`src/rtl/axi_ahb_write_ctrl.sv`:
```
// AXI-to-AHB bridge write sequencer: one AXI write burst in, pipelined AHB writes out, one B response back.
// Optional macro AHB_ERROR_ABORT_EN: stop issuing AHB beats after an error response and drain remaining W beats.
module axi_ahb_write_ctrl #(
  parameter int DATA_W = 32,
  parameter int ADDR_W = 32
) (
  input  logic              clk,
  input  logic              reset,
  input  logic              aw_valid,
  output logic              aw_ready,
  input  logic [ADDR_W-1:0] aw_addr,
  input  logic [3:0]        aw_len,
  input  logic [2:0]        aw_size,
  input  logic [1:0]        aw_burst,
  input  logic              w_valid,
  output logic              w_ready,
  input  logic [DATA_W-1:0] w_data,
  input  logic              w_last,
  output logic              b_valid,
  input  logic              b_ready,
  output logic [1:0]        b_resp,
  output logic [ADDR_W-1:0] h_addr,
  output logic [1:0]        h_trans,
  output logic              h_write,
  output logic [2:0]        h_size,
  output logic [2:0]        h_burst,
  output logic [DATA_W-1:0] h_wdata,
  input  logic              h_ready,
  input  logic              h_resp
);

  localparam logic [2:0] S_IDLE      = 3'd0;
  localparam logic [2:0] S_ADDR      = 3'd1;
  localparam logic [2:0] S_LAST_DATA = 3'd2;
  localparam logic [2:0] S_RESP      = 3'd3;
  localparam logic [2:0] S_DRAIN     = 3'd4;

  localparam logic [1:0] HT_IDLE   = 2'b00;
  localparam logic [1:0] HT_BUSY   = 2'b01;
  localparam logic [1:0] HT_NONSEQ = 2'b10;
  localparam logic [1:0] HT_SEQ    = 2'b11;

  localparam logic [2:0] MAX_SIZE = 3'($clog2(DATA_W / 8));

  logic [2:0]        state;
  logic [ADDR_W-1:0] addr_q;
  logic [3:0]        len_q;
  logic [2:0]        size_q;
  logic              fixed_q;
  logic [3:0]        beat_cnt;
  logic [DATA_W-1:0] wdata_q;
  logic              data_phase;
  logic              ahb_err;
  logic              len_err;
  logic              size_err;

  logic              abort;
  logic              last_beat;
  logic              w_hs;

`ifdef AHB_ERROR_ABORT_EN
  // An error seen in the current data phase already cancels the pending address phase.
  assign abort = ahb_err | (data_phase & h_resp);
`else
  assign abort = 1'b0;
`endif

  assign last_beat = (beat_cnt == len_q);
  assign w_hs      = w_valid & w_ready;

  always_comb begin
    h_trans = HT_IDLE;
    w_ready = 1'b0;
    case (state)
      S_ADDR: begin
        if (!abort) begin
          if (w_valid)
            h_trans = (beat_cnt == 4'd0 || fixed_q) ? HT_NONSEQ : HT_SEQ;
          else
            h_trans = (beat_cnt == 4'd0) ? HT_IDLE : HT_BUSY;
        end
        w_ready = w_valid & h_ready & h_trans[1];
      end
      S_DRAIN: w_ready = 1'b1;
      default: ;
    endcase
  end

  always_comb begin
    if (len_q == 4'd0 || fixed_q) begin
      h_burst = 3'b000;
    end else begin
      case (len_q)
        4'd3:    h_burst = 3'b011;
        4'd7:    h_burst = 3'b101;
        4'd15:   h_burst = 3'b111;
        default: h_burst = 3'b001;
      endcase
    end
  end

  assign aw_ready = (state == S_IDLE) & ~reset;
  assign b_valid  = (state == S_RESP);
  assign b_resp   = (b_valid && (ahb_err || len_err || size_err)) ? 2'b10 : 2'b00;
  assign h_write  = h_trans[1];
  assign h_addr   = addr_q;
  assign h_size   = size_q;
  assign h_wdata  = wdata_q;

  always_ff @(posedge clk) begin
    if (reset) begin
      state      <= S_IDLE;
      addr_q     <= '0;
      len_q      <= '0;
      size_q     <= '0;
      fixed_q    <= 1'b0;
      beat_cnt   <= '0;
      wdata_q    <= '0;
      data_phase <= 1'b0;
      ahb_err    <= 1'b0;
      len_err    <= 1'b0;
      size_err   <= 1'b0;
    end else begin
      if (data_phase && h_ready && h_resp)
        ahb_err <= 1'b1;

      if (state == S_ADDR && w_hs)
        data_phase <= 1'b1;
      else if (h_ready)
        data_phase <= 1'b0;

      case (state)
        S_IDLE: begin
          if (aw_valid) begin
            addr_q   <= aw_addr;
            len_q    <= aw_len;
            size_q   <= aw_size;
            fixed_q  <= (aw_burst == 2'b00);
            beat_cnt <= '0;
            if (aw_size > MAX_SIZE) begin
              size_err <= 1'b1;
              state    <= S_DRAIN;
            end else begin
              state    <= S_ADDR;
            end
          end
        end
        S_ADDR: begin
          if (abort) begin
            state <= S_DRAIN;
          end else if (w_hs) begin
            wdata_q  <= w_data;
            beat_cnt <= beat_cnt + 4'd1;
            if (!fixed_q)
              addr_q <= addr_q + (ADDR_W'(1) << size_q);
            if (w_last != last_beat)
              len_err <= 1'b1;
            if (last_beat)
              state <= S_LAST_DATA;
          end
        end
        S_LAST_DATA: begin
          if (h_ready)
            state <= S_RESP;
        end
        S_RESP: begin
          if (b_ready) begin
            ahb_err  <= 1'b0;
            len_err  <= 1'b0;
            size_err <= 1'b0;
            state    <= S_IDLE;
          end
        end
        S_DRAIN: begin
          if (w_hs) begin
            beat_cnt <= beat_cnt + 4'd1;
            if (w_last != last_beat)
              len_err <= 1'b1;
            // A data phase still stalled on the bus must finish before the response.
            if (last_beat)
              state <= (data_phase && !h_ready) ? S_LAST_DATA : S_RESP;
          end
        end
        default: state <= S_IDLE;
      endcase
    end
  end

endmodule

```
`config.mk`:
```
export PLATFORM = sky130hd
export DESIGN_NAME = axi_ahb_write_ctrl
export DESIGN_NICKNAME = d
export VERILOG_FILES = /design/src/rtl/axi_ahb_write_ctrl.sv
export SDC_FILE = /design/constraint.sdc
export NUM_CORES = 1
export LEC_CHECK = 0
export CAP_MARGIN = 40
export CORE_ASPECT_RATIO = 1.75
export CORE_MARGIN = 2
export CORE_UTILIZATION = 46
export DETAILED_ROUTE_END_ITERATION = 12
export PLACE_DENSITY = 0.83
export SETUP_SLACK_MARGIN = 0.1
export SYNTH_ARGS = -nofsm -noshare
export SYNTH_HDL_FRONTEND = slang
export SYNTH_SLANG_ARGS = --single-unit
```
`constraint.sdc`:
```
create_clock -name clk -period 3.3 [get_ports clk]
set_input_delay 0.66 -clock clk [delete_from_list [all_inputs] [get_ports clk]]
set_output_delay 0.66 -clock clk [all_outputs]
set_load 0.05 [all_outputs]
```
; Yosys cells after proc, flatten, opt, wreduce, memory -nomap -nowiden
; Cells that the tools add are included.
[classes]
add_sub_neg = 2
n_lt_le_gt_ge = 1
n_eq_ne = 20
shifts = 1
muxes = 38
n_bitwise = 5
reduce_logical = 27
[op_table]
columns = op, n
row1 = 32-bit 2-to-1 mux, 3
row2 = 32-bit case mux with 2 select lines, 1
row3 = 32-bit adder, 1
row4 = 1-bit by 3-bit << shifter with 32-bit output (first input constant), 1
row5 = 3-bit 2-to-1 mux, 9
row6 = 3-bit case mux with 5 select lines, 1
row7 = 2-bit inequality test (second input constant), 7
row8 = 1-bit 2-to-1 mux, 13
row9 = 4-bit AND reduction, 3
row10 = 2-bit nonzero test, 5
row11 = 3-bit case mux with 3 select lines, 1
row12 = 4-bit zero test, 2
row13 = 2-bit 2-to-1 mux, 4
row14 = 4-bit 2-to-1 mux, 2
row15 = 2-bit by 1-bit inequality test with 1-bit output (second input constant), 4
row16 = 4-bit case mux with 2 select lines, 1
row17 = 7-bit AND reduction, 1
row18 = 3-bit by 2-bit == test with 1-bit output (second input constant), 2
row19 = 1-bit case mux with 2 select lines, 3
row20 = 1-bit logical AND, 5
row21 = 4-bit by 1-bit adder with 4-bit output (second input constant), 1
row22 = 1-bit bitwise AND, 4
row23 = 4-bit by 2-bit == test with 1-bit output (second input constant), 1
row24 = 4-bit by 3-bit == test with 1-bit output (second input constant), 1
row25 = 14 further kinds, 18
[word_totals]
regBits = 83
in_bits = 81
output_inout_bits = 78
word_cells = 105

; Depth between registers and ports, before layout
[logic_depth]
depth_word = 10
depth_mapped = 11
ltp_nobuf = 9

; Worst setup path before layout
; OpenSTA, ideal clock, no wires.
[synth_path]
kind = reg-to-output
from = register state[0]
to = output port w_ready
t_arrival_ps = 2424
t_required_ps = 2640
path_slack_ps = 216
stages_incl_launch_ff = 7
n_path_buf = 2
path_cell_list = dfxtp_1 -> clkbuf_1 -> nor3b_1 -> and2_1 -> nand2_1 -> clkbuf_1 -> nand2_1
[synth_via]
elab_chain_cells = 2
word_cells_on_any_way = 3
classes_between = eq/ne (2) / mux (1)
[synth_rtl]
columns = element, line
row1 = "start, declared", 45  ; logic [2:0] state;
row2 = "start signal, assigned", 181  ; state <= (data_phase && !h_ready) ? S_LAST_DATA : S_RESP;
row3 = 3-bit == test / 3-bit by 1-bit == test with 1-bit output (equally long branches), 74  ; case (state)
row4 = 1-bit case mux with 2 select lines *, 74
row5 = "end, declared", 16  ; output logic w_ready,
; Mark *: on every way between the ends. The rest lies on a longest branch, timed or not.

; Final worst setup path
[layout_path]
from = input port w_valid
to = output port h_trans[1]
[layout_via]
elab_chain_cells = 3
[layout_rtl]
columns = element, line
row1 = "start, declared", 15  ; input logic w_valid,
row2 = 2-bit 2-to-1 mux, 77  ; if (w_valid)
row3 = 2-bit 2-to-1 mux (2 in a row), 74
row4 = "end, declared", 23  ; output logic [1:0] h_trans,
; Every way passes these cells. The select of a mux whose other input is x is not followed.

==> results_dict.tcl <==
set metrics [dict create \
    avgViaCountPerCell 5.87 \
    synth_area_um2 4480 \
    rsz0062_at_grt "no" \
    cts-root-buf "clkbuf_16" \
    design_area_um2 6520 \
    critical_path_class "in2out" \
    drive_gt1_frac 0.0610 \
    dp_slack_ns 0.258 \
    num_antenna_cells 0 \
    tightestPinTransition_ns 0.770 \
    final.setup.tns_ns 0 \
    slew_violations 0 \
    cts.sinks 83 \
    final_util 0.689 \
    synth_warnings 0 \
    grt_pass1_vias 5019 \
    placed_cell_area_um2 6170 \
    clkTransAtPathRegs_ns 0.07 \
    core-area_um2 9470 \
    powerDensity_nw_per_um2 690 \
    h-tree-depth 3 \
    grt_util_all_layers 0.293 \
    gp_congestion 0.920 \
    skew_ns 0.00610 \
    finalCritPeriodShare 0.901 \
    ys_async_sr_fraction 0 \
    slew_headroom 0.487 \
    worst-r2r-setup-slack_ns 0.34 \
    p_switching_w 0.00189 \
    final_cell_mix "clkdlybuf4s50_1 (154), nand2_1 (130), dfxtp_1 (83)" \
    total_power_w 0.00450 \
    grt_overflow 0 \
    status "complete, no violations" \
    finalWorstSetupSlack_ns 0.326 \
    p_seq_frac 0.312 \
    max-vdd-ir-drop_mv 0.506 \
    cts_resized 0 \
    met1_length_um 5440 \
    start_util 0.474 \
    post-cts-setup-buffer-count 0 \
    r2r-end "h_addr[24]" \
    r2r_start "h_size[0]" \
    hold_viol 0 \
    combPwrFrac 0.423 \
    worst-endpoint-arrival_ns 2.31 \
    cts_tree "done" \
    internal_power_w 0.00261 \
    totalWireLength_um 15400 \
    grt_pass1_wl_um 24300 \
    synth.distinct_cells 63 \
    die_area_um2 10600 \
    first_pass_iters 5 \
    drt_iter0_drc 458 \
    syn_to_final_growth_pct 45.4 \
    fp.dieH_um 135 \
    yosys.area.top_type "dfxtp_1" \
    clock_power_share 0.265 \
    critPathLaunchType "input pin" \
    synth.avg_cell_area_um2 7.59 \
    synth_nets 683 \
    synth_top_area_frac 0.371 \
    dr_wl_met2_um 7930 \
    num_rows 47 \
    grt_max_degree 50 \
    hold_buffers 0 \
    fmax_ghz 0.336 \
    die_x_um 78.6 \
    numCtsBuffers 9 \
    top_layer_used "met4" \
    endpoint_kind "output port" \
    vias 5044 \
    fin_crit_ns 2.97 \
    synth_ff_type "dfxtp_1" \
    p_leak_nw 2.41 \
    min_path_type "reg2reg" \
    yosys-top-cells-area "dfxtp_1 (37%), nand2_1 (11%), a21oi_1 (8.1%)" \
    io_pins 159 \
    final_nets 825 \
    yosysSeqAreaShare 0.371 \
    synth-edff-count 0 \
    drv_cap 0 \
    wl_met3_um 1080 \
    switching_share 0.419 \
    ant_nets 0 \
    dp_hpwl_um 11200 \
    worstPathMaxFanout 5 \
    postSynthCellCount 591 \
    routedWlPerCell_um 17.9 \
    setup_viol 0 \
    io_buffers 157 \
    reg2regPathDepth 8 \
    cp.required_ns 2.64 \
    clockBufferDepth 2 \
    whs_path_depth 2 \
    hold_path_end "h_wdata[5]" \
    antenna_found_initial 0 \
    synth-seq-cells 83 \
    drcViolationCount 0 \
    hold_path.startpoint "h_wdata[5]" \
    clk_latency_ns 0.35 \
    final_common_cell "clkdlybuf4s50_1" \
]
[registers in the layout (all words and copies together) (netlist names), 3 cells and up]
name and cells:
beat_cnt 4, h_addr 32, h_size 3, h_wdata 32
len_q 4, state 3
[power by group through the flow]
stage | registers (W) | clock network [W] | logic [W]
2_1_floorplan | 0.00175 | 0 | 0.000872
3_3_place_gp | 0.00140 | 0 | 0.00184
3_5_place_dp | 0.00141 | 0 | 0.00188
4_1_cts | 0.00140 | 0.00120 | 0.00189
5_1_grt | 0.00143 | 0.00124 | 0.00203
6_report | 0.00140 | 0.00119 | 0.00190
[kinds of logic (layout without fill, tap and decap cells)]
group / after synthesis / in the layout / synth area share
and+or+nand+nor: 272 / 272 / 0.292
AOI/OAI and AO/OA: 155 / 155 / 0.217
DFF: 83 / 83 / 0.371
buffers and inverters: 51 / 198 / 0.0508
xor gates and xnor gates: 14 / 14 / 0.0273
adders and majority gates: 11 / 11 / 0.0324
muxes: 4 / 4 / 0.00893
other: 1 / 1 / 0.000836
[worst max-delay path, stage by stage]
cell,delay (ns)
clkdlybuf4s50_1,0.57
and2_1,0.24
clkdlybuf4s50_1,0.84
[worst max path at each step]
stage	startpoint	end	slack [ns]	cells after the start
floorplan	state[0]	w_ready	0.22	6
global placement	aw_valid	h_addr[27]	0.28	8
detailed placement	aw_valid	h_addr[27]	0.26	8
CTS	h_size[0]	h_addr[24]	0.34	8
global route	h_size[0]	h_addr[24]	0.13	8
finish	w_valid	h_trans[1]	0.33	3
[metal layers]
| layer | global-route usage | up-vias |
|---|---|---|
| met3 | 0.0689 | 68 |
| met4 | 0.186 | 0 |
| met5 | 0 | - |
| met2 | 0.520 | 254 |
| li1 | - | 2406 |
| met1 | 0.304 | 2316 |
[Yosys cell counts, drive strengths merged (2+ instances only)]
library cell	count
nand3	21
or4b	2
a22oi	7
a31o	2
a21oi	73
xnor2	10
and4	4
nor2	35
nor3b	6
nor4b	2
o21ai	15
a211oi	4
or3	6
ha	10
clkbuf	29
nand4	8
or4	2
o32ai	2
buf	15
a211o	4
a21o	5
nand2	130
dfxtp	83
and3b	4
o31ai	2
xor2	4
inv	7
a31oi	13
nor3	16
o211ai	6
mux2i	4
nor4	4
and3	17
nand2b	3
and2	7
a221oi	3
a311oi	7
[metrics by stage]
step,std cells,hold slack (ns)
global route,860,0.472
finish,860,0.454
CTS,860,0.456
global placement,844,0.438
floorplan,591,0.425
detailed placement,844,0.446
[layout make-up]
| cell class | instances | area [um2] |
|---|---|---|
| repair buffers | 175 | 1720 |
| clock inverters | 7 | 124 |
| fillers | 794 | 2950 |
| well taps | 122 | 153 |
| flip-flops and latches | 83 | 1660 |
| clock buffers | 9 | 225 |
| inverters | 7 | 26.3 |
| multi-input cells | 457 | 2610 |
Note: power is estimated with default switching activity, not from simulation.
